### config.mk
export PLATFORM = sky130hd
export DESIGN_NAME = bin_to_bcd_flat
export DESIGN_NICKNAME = d
export VERILOG_FILES = /design/src/rtl/seg_pkg.sv /design/src/rtl/bin_to_bcd_if.sv /design/src/rtl/bcd_digit_adj.sv /design/src/rtl/bin_to_bcd.sv /design/src/flat_wrapper.sv
export SDC_FILE = /design/constraint.sdc
export NUM_CORES = 1
export LEC_CHECK = 0
export CORE_MARGIN = 2
export CORE_UTILIZATION = 45
export DETAILED_ROUTE_END_ITERATION = 6
export PLACE_DENSITY = 0.67
export RECOVER_POWER = 25
export SYNTH_ARGS = -nofsm -noshare
export SYNTH_HDL_FRONTEND = slang
export SYNTH_HIERARCHICAL = 1
export SYNTH_SLANG_ARGS = --single-unit
### constraint.sdc
create_clock -name clk -period 3.1 [get_ports clk]
set_clock_uncertainty 0.2 [all_clocks]
set_input_delay 0.31 -clock clk [delete_from_list [all_inputs] [get_ports clk]]
set_output_delay 0.31 -clock clk [all_outputs]
set_load 0.1 [all_outputs]
### src/rtl/seg_pkg.sv
// Shared constants and state encoding for the binary-to-BCD converter.
// Six packed BCD digits feed the display stage directly.
package seg_pkg;
    localparam int          BCD_DIGITS = 6;
    localparam int          BCD_W      = BCD_DIGITS * 4;
    localparam logic [31:0] BCD_MAX    = 32'd999999;
    localparam logic [23:0] BCD_SAT    = 24'h999999;

    typedef enum logic {
        ST_IDLE,
        ST_SHIFT
    } conv_state_t;
endpackage

### src/rtl/bin_to_bcd_if.sv
// Request/result bundle between a client and the binary-to-BCD converter.
// The client drives start and bin_in; the converter returns status and digits.
interface bin_to_bcd_if #(
    parameter int BIN_W = 20
);
    logic             start;
    logic [BIN_W-1:0] bin_in;
    logic             busy;
    logic             done;
    logic [23:0]      bcd_out;
    logic             ovf;

    modport master (
        output start, bin_in,
        input  busy, done, bcd_out, ovf
    );

    modport slave (
        input  start, bin_in,
        output busy, done, bcd_out, ovf
    );
endinterface

### src/rtl/bcd_digit_adj.sv
// Double-dabble digit correction: a digit of 5 or more gets 3 added so
// that the following left shift carries correctly into the next digit.
module bcd_digit_adj (
    input  logic [3:0] i_digit,
    output logic [3:0] o_digit
);
    assign o_digit = (i_digit >= 4'd5) ? (i_digit + 4'd3) : i_digit;
endmodule

### src/rtl/bin_to_bcd.sv
// Sequential double-dabble converter: one input bit per clock, BIN_W shifts
// per conversion, saturating at 999999 with an overflow flag.
module bin_to_bcd
    import seg_pkg::*;
#(
    parameter int BIN_W = 20
) (
    input  logic         clk,
    input  logic         rst,
    bin_to_bcd_if.slave  bus
);
    localparam int CNT_W = $clog2(BIN_W + 1);

    conv_state_t      r_state;
    conv_state_t      w_stateNext;
    logic [BIN_W-1:0] r_bin;
    logic [BIN_W-1:0] w_binNext;
    logic [BCD_W-1:0] r_acc;
    logic [BCD_W-1:0] w_accNext;
    logic [BCD_W-1:0] w_accAdj;
    logic [BCD_W-1:0] w_accShifted;
    logic [CNT_W-1:0] r_cnt;
    logic [CNT_W-1:0] w_cntNext;
    logic             r_big;
    logic             w_bigNext;
    logic [23:0]      r_bcd;
    logic [23:0]      w_bcdNext;
    logic             r_ovf;
    logic             w_ovfNext;
    logic             r_done;
    logic             w_doneNext;

    for (genvar g = 0; g < BCD_DIGITS; g++) begin : g_adj
        bcd_digit_adj u_adj (
            .i_digit (r_acc[4*g +: 4]),
            .o_digit (w_accAdj[4*g +: 4])
        );
    end

    // The top accumulator bit shifted out is only non-zero for values above
    // 999999, which are replaced by the saturated code anyway.
    assign w_accShifted = {w_accAdj[BCD_W-2:0], r_bin[BIN_W-1]};

    always_comb begin
        w_stateNext = r_state;
        w_binNext   = r_bin;
        w_accNext   = r_acc;
        w_cntNext   = r_cnt;
        w_bigNext   = r_big;
        w_bcdNext   = r_bcd;
        w_ovfNext   = r_ovf;
        w_doneNext  = 1'b0;
        case (r_state)
            ST_IDLE: begin
                if (bus.start) begin
                    w_binNext   = bus.bin_in;
                    w_accNext   = '0;
                    w_cntNext   = '0;
                    w_bigNext   = (32'(bus.bin_in) > BCD_MAX);
                    w_stateNext = ST_SHIFT;
                end
            end
            ST_SHIFT: begin
                w_accNext = w_accShifted;
                w_binNext = r_bin << 1;
                w_cntNext = r_cnt + CNT_W'(1);
                if (r_cnt == CNT_W'(BIN_W - 1)) begin
                    w_bcdNext   = r_big ? BCD_SAT : w_accShifted;
                    w_ovfNext   = r_big;
                    w_doneNext  = 1'b1;
                    w_stateNext = ST_IDLE;
                end
            end
            default: w_stateNext = ST_IDLE;
        endcase
    end

    always_ff @(posedge clk or posedge rst) begin
        if (rst) begin
            r_state <= ST_IDLE;
            r_bin   <= '0;
            r_acc   <= '0;
            r_cnt   <= '0;
            r_big   <= 1'b0;
            r_bcd   <= '0;
            r_ovf   <= 1'b0;
            r_done  <= 1'b0;
        end else begin
            r_state <= w_stateNext;
            r_bin   <= w_binNext;
            r_acc   <= w_accNext;
            r_cnt   <= w_cntNext;
            r_big   <= w_bigNext;
            r_bcd   <= w_bcdNext;
            r_ovf   <= w_ovfNext;
            r_done  <= w_doneNext;
        end
    end

    assign bus.busy    = (r_state == ST_SHIFT);
    assign bus.done    = r_done;
    assign bus.bcd_out = r_bcd;
    assign bus.ovf     = r_ovf;
endmodule

### src/flat_wrapper.sv
// flat-port wrapper written by rule: the top's interface ports become plain ports
module bin_to_bcd_flat import seg_pkg::*;
#(
    parameter int BIN_W = 20
)
  (clk, rst, bus_start, bus_bin_in, bus_busy, bus_done, bus_bcd_out, bus_ovf);
  bin_to_bcd_if #(.BIN_W(BIN_W)) bus_i ();
  input  logic clk;
  input  logic rst;
  input wire logic [$bits(bus_i.start)-1:0] bus_start;
  input wire logic [$bits(bus_i.bin_in)-1:0] bus_bin_in;
  output wire logic [$bits(bus_i.busy)-1:0] bus_busy;
  output wire logic [$bits(bus_i.done)-1:0] bus_done;
  output wire logic [$bits(bus_i.bcd_out)-1:0] bus_bcd_out;
  output wire logic [$bits(bus_i.ovf)-1:0] bus_ovf;
  assign bus_i.start = bus_start;
  assign bus_i.bin_in = bus_bin_in;
  assign bus_busy = bus_i.busy;
  assign bus_done = bus_i.done;
  assign bus_bcd_out = bus_i.bcd_out;
  assign bus_ovf = bus_i.ovf;
  bin_to_bcd #(.BIN_W(BIN_W)) u_core (.clk(clk), .rst(rst), .bus(bus_i));
endmodule
==> out/results.txt, run 1 <==
Clock Latency Late Sink: 0.34 ns
Die Span Y: 96.53 um
Ports: 50
CTS Buffer Depth: 2
worst-path maximum fanout: 25
syn nets: 397
final hold vios: 0
CP Cell Sequence: and4_1 > buf_4 > mux2_2
Final Max Slew Viols: 0
CP Data Arrival Time: 2.20 ns
post-route ant nets: 0
period utilization: 0.6996
HP Class: reg -> reg
Cell Area, Synth: 3852 um2
cells after synthesis: 361
clk sinks: 77
Die Area: 9317 um2
Crit Path Class: reg -> reg
Worst setup EP type: flop
pin count of the biggest net entering global routing: 56
startpoint class of the critical path: flop
Hold Buf Count CTS: 0
synthesized area per cell: 10.67 um2
htree depth: 3
Layout Area Growth over Synthesis: 18.93%
post-CTS setup buffers: 0
DR vias/cell: 5.101
Final TNS setup: 0 ns
Nets: 443
most frequent cells in the layout: dfrtp_1, nand2_1, mux2i_1
layout cells sized above 1: 0.1650
Initial Util: 0.4665
Iter 0 DRT Violations: 135
Die Width: 96.53 um
CTS tree: done
Register Area: 1928 um2
# rows: 33
routed vias: 2637
Slew headroom: 0.2938
CTS resizes: 0
unrepaired setup endpoints after global routing: no
DPL Wire Length: 4672 um
Placeable Area: 8258 um2
fin crit period: 2.169 ns
total inserted antenna cells: 0
Placer Congestion: 0.7615
synth warn: 6
# Max-Cap Violations: 0
drt drc: 0
initial antenna violation count: 0
status: completed
Multi-input gate area: 1725 um2
total CTS buffers: 9
Root Driver: clkbuf_8
Total GRT Usage: 0.1674
Setup Viol. Count Final: 0
Avg WL per Cell: 13.65 um
Worst-Margin Slew: 1.058 ns
number of global-route vias before repair: 2504
Max Fclk: 0.4611 GHz
drt total wl: 7055 um
TritonRoute pass-1 iters: 5
Worst Path Required: 3.13 ns
first-pass GRT wire length: 12050 um
Filler cells: 735
port bufs: 49
CP max stage cell: dfrtp_2
Clk pin slew, worst setup/hold paths: 0.08 ns
remaining global-route overflow: 0
commonest non-fill, non-tap cell in the layout: dfrtp_1
Worst path max stage delay: 0.66 ns
layout make-up:
type	count	area share
Clock buffer	9	0.02703
Multi-Input combinational cell	241	0.3766
Tap cell	105	0.02867
Clock inverter	7	0.02485
Timing Repair Buffer	53	0.1016
Inverter	25	0.02048
Sequential cell	77	0.4208
through the flow:
stage / instance area [um2] / worst slack [ns] / hold slack, ns / cells / utilization
6_report: 4582 / 0.9314 / 0.2865 / 517 / 0.5548
5_1_grt: 4582 / 0.8012 / 0.3074 / 517 / 0.5548
4_1_cts: 4582 / 0.9211 / 0.1080 / 517 / 0.5548
3_5_place_dp: 4344 / 0.9270 / 0.2745 / 501 / 0.5261
3_3_place_gp: 4344 / 0.9748 / 0.2586 / 501 / 0.5261
2_1_floorplan: 3852 / 0.6233 / 0.2492 / 361 / -
state kept, by name, summed over array words and instances, names as in the netlist:
register / flops
u_core/bus.bcd_out: 24
u_core/r_acc: 24
u_core/r_bin: 20
u_core/r_cnt: 5
u_core/bus.busy: 1
u_core/bus.done: 1
u_core/bus.ovf: 1
u_core/r_big: 1
path summary, 6_finish.rpt:
check | from | end | slack, ns | cells after the start
worst min register to register | u_core/r_bin[4]$_DFFE_PP0P_ | u_core/r_bin[5]$_DFFE_PP0P_ | 0.29 | 2
worst min-delay path | u_core/r_bin[4]$_DFFE_PP0P_ | u_core/r_bin[5]$_DFFE_PP0P_ | 0.29 | 2
worst max-delay path | u_core/bus.busy$_DFF_PP0_ | u_core/bus.bcd_out[17]$_DFFE_PP0P_ | 0.93 | 3
min in group asynchronous | rst | u_core/r_bin[12]$_DFFE_PP0P_ | 0.40 | 2
worst max register to register | u_core/bus.busy$_DFF_PP0_ | u_core/bus.bcd_out[17]$_DFFE_PP0P_ | 0.93 | 3
max in group asynchronous | rst | u_core/bus.busy$_DFF_PP0_ | 1.50 | 3
critical path, delay by kind of cell, from the launching register on:
family	cells	cell delay [ns]
flops	1	0.66
buf+inv	1	0.40
mux	1	0.39
simple gates	1	0.40
metal layers:
metal  vias up  share of wire  track usage
met4         0         0.0081      0.04930
met2        53           0.45       0.2650
met1      1267           0.50       0.2239
li1       1311              -            -
met5         -              0            0
met3         6          0.050      0.04888
Power of run 1 is not shown: default switching activity piles up to over one toggle a cycle in this logic, so the estimate is an artifact.
==> run 2: changes to the inputs <==
==> constraint.sdc (replaced) <==
create_clock -name clk -period 2.1 [get_ports clk]
set_clock_uncertainty 0.2 [all_clocks]
set_input_delay 0.21 -clock clk [delete_from_list [all_inputs] [get_ports clk]]
set_output_delay 0.21 -clock clk [all_outputs]
set_load 0.1 [all_outputs]
==> out/results.txt, run 2 (synthesis gave the netlist of run 1 again) <==
status: completed (unchanged)
period utilization: 0.8802 (was 0.6996)
DR vias/cell: 5.213 (was 5.101)
worst-path maximum fanout: 5 (was 25)
Worst path max stage delay: 0.43 ns (was 0.66 ns)
drt drc: 0 (unchanged)
most frequent cells in the layout: dfrtp_1, nand2_1, mux2i_1 (unchanged)
startpoint class of the critical path: flop (unchanged)
Nets: 451 (was 443)
Avg WL per Cell: 13.80 um (was 13.65 um)
post-layout util: 0.5641 (was 0.5548)
CTS tree: done (unchanged)
Register Area: 1928 um2 (unchanged)
Initial Util: 0.4665 (unchanged)
CTS resizes: 0 (unchanged)
first-pass GRT wire length: 12250 um (was 12050 um)
final instance area: 4658 um2 (was 4582 um2)
drt total wl: 7244 um (was 7055 um)
Crit Path Class: reg -> reg (unchanged)
Clock Latency Late Sink: 0.34 ns (about the same)
# Max-Cap Violations: 0 (unchanged)
CP Data Arrival Time: 1.93 ns (was 2.20 ns)
Hold Buf Count CTS: 0 (unchanged)
CP Cell Sequence: ha_1 > nand2b_1 > a21oi_2 > mux2i_1 > nor2b_1 > mux2_2 (was and4_1 > buf_4 > mux2_2)
Multi-input gate area: 1725 um2 (unchanged)
routed vias: 2737 (was 2637)
Die Area: 9317 um2 (unchanged)
Total GRT Usage: 0.1696 (was 0.1674)
Worst setup EP type: flop (unchanged)
Clk pin slew, worst setup/hold paths: 0.08 ns (about the same)
Die Span Y: 96.53 um (unchanged)
unrepaired setup endpoints after global routing: no (unchanged)
commonest non-fill, non-tap cell in the layout: dfrtp_1 (unchanged)
Max Fclk: 0.5410 GHz (was 0.4611 GHz)
Placeable Area: 8258 um2 (unchanged)
DPL Wire Length: 4977 um (was 4672 um)
Root Driver: clkbuf_8 (unchanged)
pin count of the biggest net entering global routing: 38 (was 56)
Filler cells: 727 (was 735)
Die Width: 96.53 um (unchanged)
Worst-Margin Slew: 0.8229 ns (was 1.058 ns)
final hold vios: 0 (unchanged)
Final TNS setup: 0 ns (unchanged)
Placer Congestion: 0.7698 (was 0.7615)
htree depth: 3 (unchanged)
number of global-route vias before repair: 2652 (was 2504)
remaining global-route overflow: 0 (unchanged)
post-CTS setup buffers: 0 (unchanged)
fin crit period: 1.849 ns (was 2.169 ns)
Setup Viol. Count Final: 0 (unchanged)
Final Max Slew Viols: 0 (unchanged)
CP max stage cell: dfrtp_1 (was dfrtp_2)
total CTS buffers: 9 (unchanged)
port bufs: 49 (unchanged)
layout cells sized above 1: 0.1810 (was 0.1650)
CTS Buffer Depth: 2 (unchanged)
filler-free cell count of the finished design: 525 (was 517)
placed inst area: 4458 um2 (was 4344 um2)
Layout Area Growth over Synthesis: 20.92% (was 18.93%)
# rows: 33 (unchanged)
TritonRoute pass-1 iters: 4 (was 5)
Ports: 50 (unchanged)
total inserted antenna cells: 0 (unchanged)
HP Class: in -> async (was reg -> reg)
Slew headroom: 0.4484 (was 0.2938)
initial antenna violation count: 0 (unchanged)
Iter 0 DRT Violations: 98 (was 135)
post-route ant nets: 0 (unchanged)
dpl cells: 509 (was 501)
Worst Path Required: 2.18 ns (was 3.13 ns)
clk sinks: 77 (unchanged)
## run 2: metal layers
| layer | track usage | share of wire | vias up |
|---|---|---|---|
| met2 | 0.2749 | 0.47 | 64 |
| met3 | 0.03103 | 0.046 | 9 |
| met1 | 0.2231 | 0.48 | 1332 |
| met5 | 0 | 0 | - |
| met4 | 0.07394 | 0.010 | 0 |
| li1 | - | - | 1332 |
## run 2: area by class of cell
type                    instances  area share
clock inverters                 4     0.01021
multi-input cells             241      0.3704
clock buffers                  12     0.03331
flip-flops and latches         77      0.4139
repair buffers                 61      0.1236
well taps                     105     0.02820
inverters                      25     0.02041
## run 2: worst max-delay path, delay by kind of cell (launching register included)
kind / cells / cell delay (ns)
muxes: 2 / 0.43
DFF: 1 / 0.43
adders and majority gates: 1 / 0.21
and+or+nand+nor: 2 / 0.33
AOI/OAI and AO/OA: 1 / 0.20
## run 2: stage by stage
step           hold slack [ns]  setup WS [ns]
2_1_floorplan           0.1657         0.2706
3_3_place_gp            0.2575         0.2891
3_5_place_dp            0.2650         0.2585
4_1_cts               0.005412         0.2477
5_1_grt                 0.2847         0.1049
6_report                0.2333         0.2515
## run 2: worst paths after layout
check | from | endpoint | slack, ns | depth (start not counted)
max reg2reg | u_core/r_acc[12]$_DFFE_PP0P_ | u_core/bus.bcd_out[14]$_DFFE_PP0P_ | 0.25 | 6
max in group asynchronous | rst | u_core/r_acc[15]$_DFFE_PP0P_ | 0.85 | 3
min | rst | u_core/r_bin[9]$_DFFE_PP0P_ | 0.23 | 2
min in group clk | u_core/r_big$_DFFE_PP0P_ | u_core/r_big$_DFFE_PP0P_ | 0.28 | 2
min reg2reg | u_core/r_big$_DFFE_PP0P_ | u_core/r_big$_DFFE_PP0P_ | 0.28 | 2
max | u_core/r_acc[12]$_DFFE_PP0P_ | u_core/bus.bcd_out[14]$_DFFE_PP0P_ | 0.25 | 6
Power of run 2 is left out for the same reason.
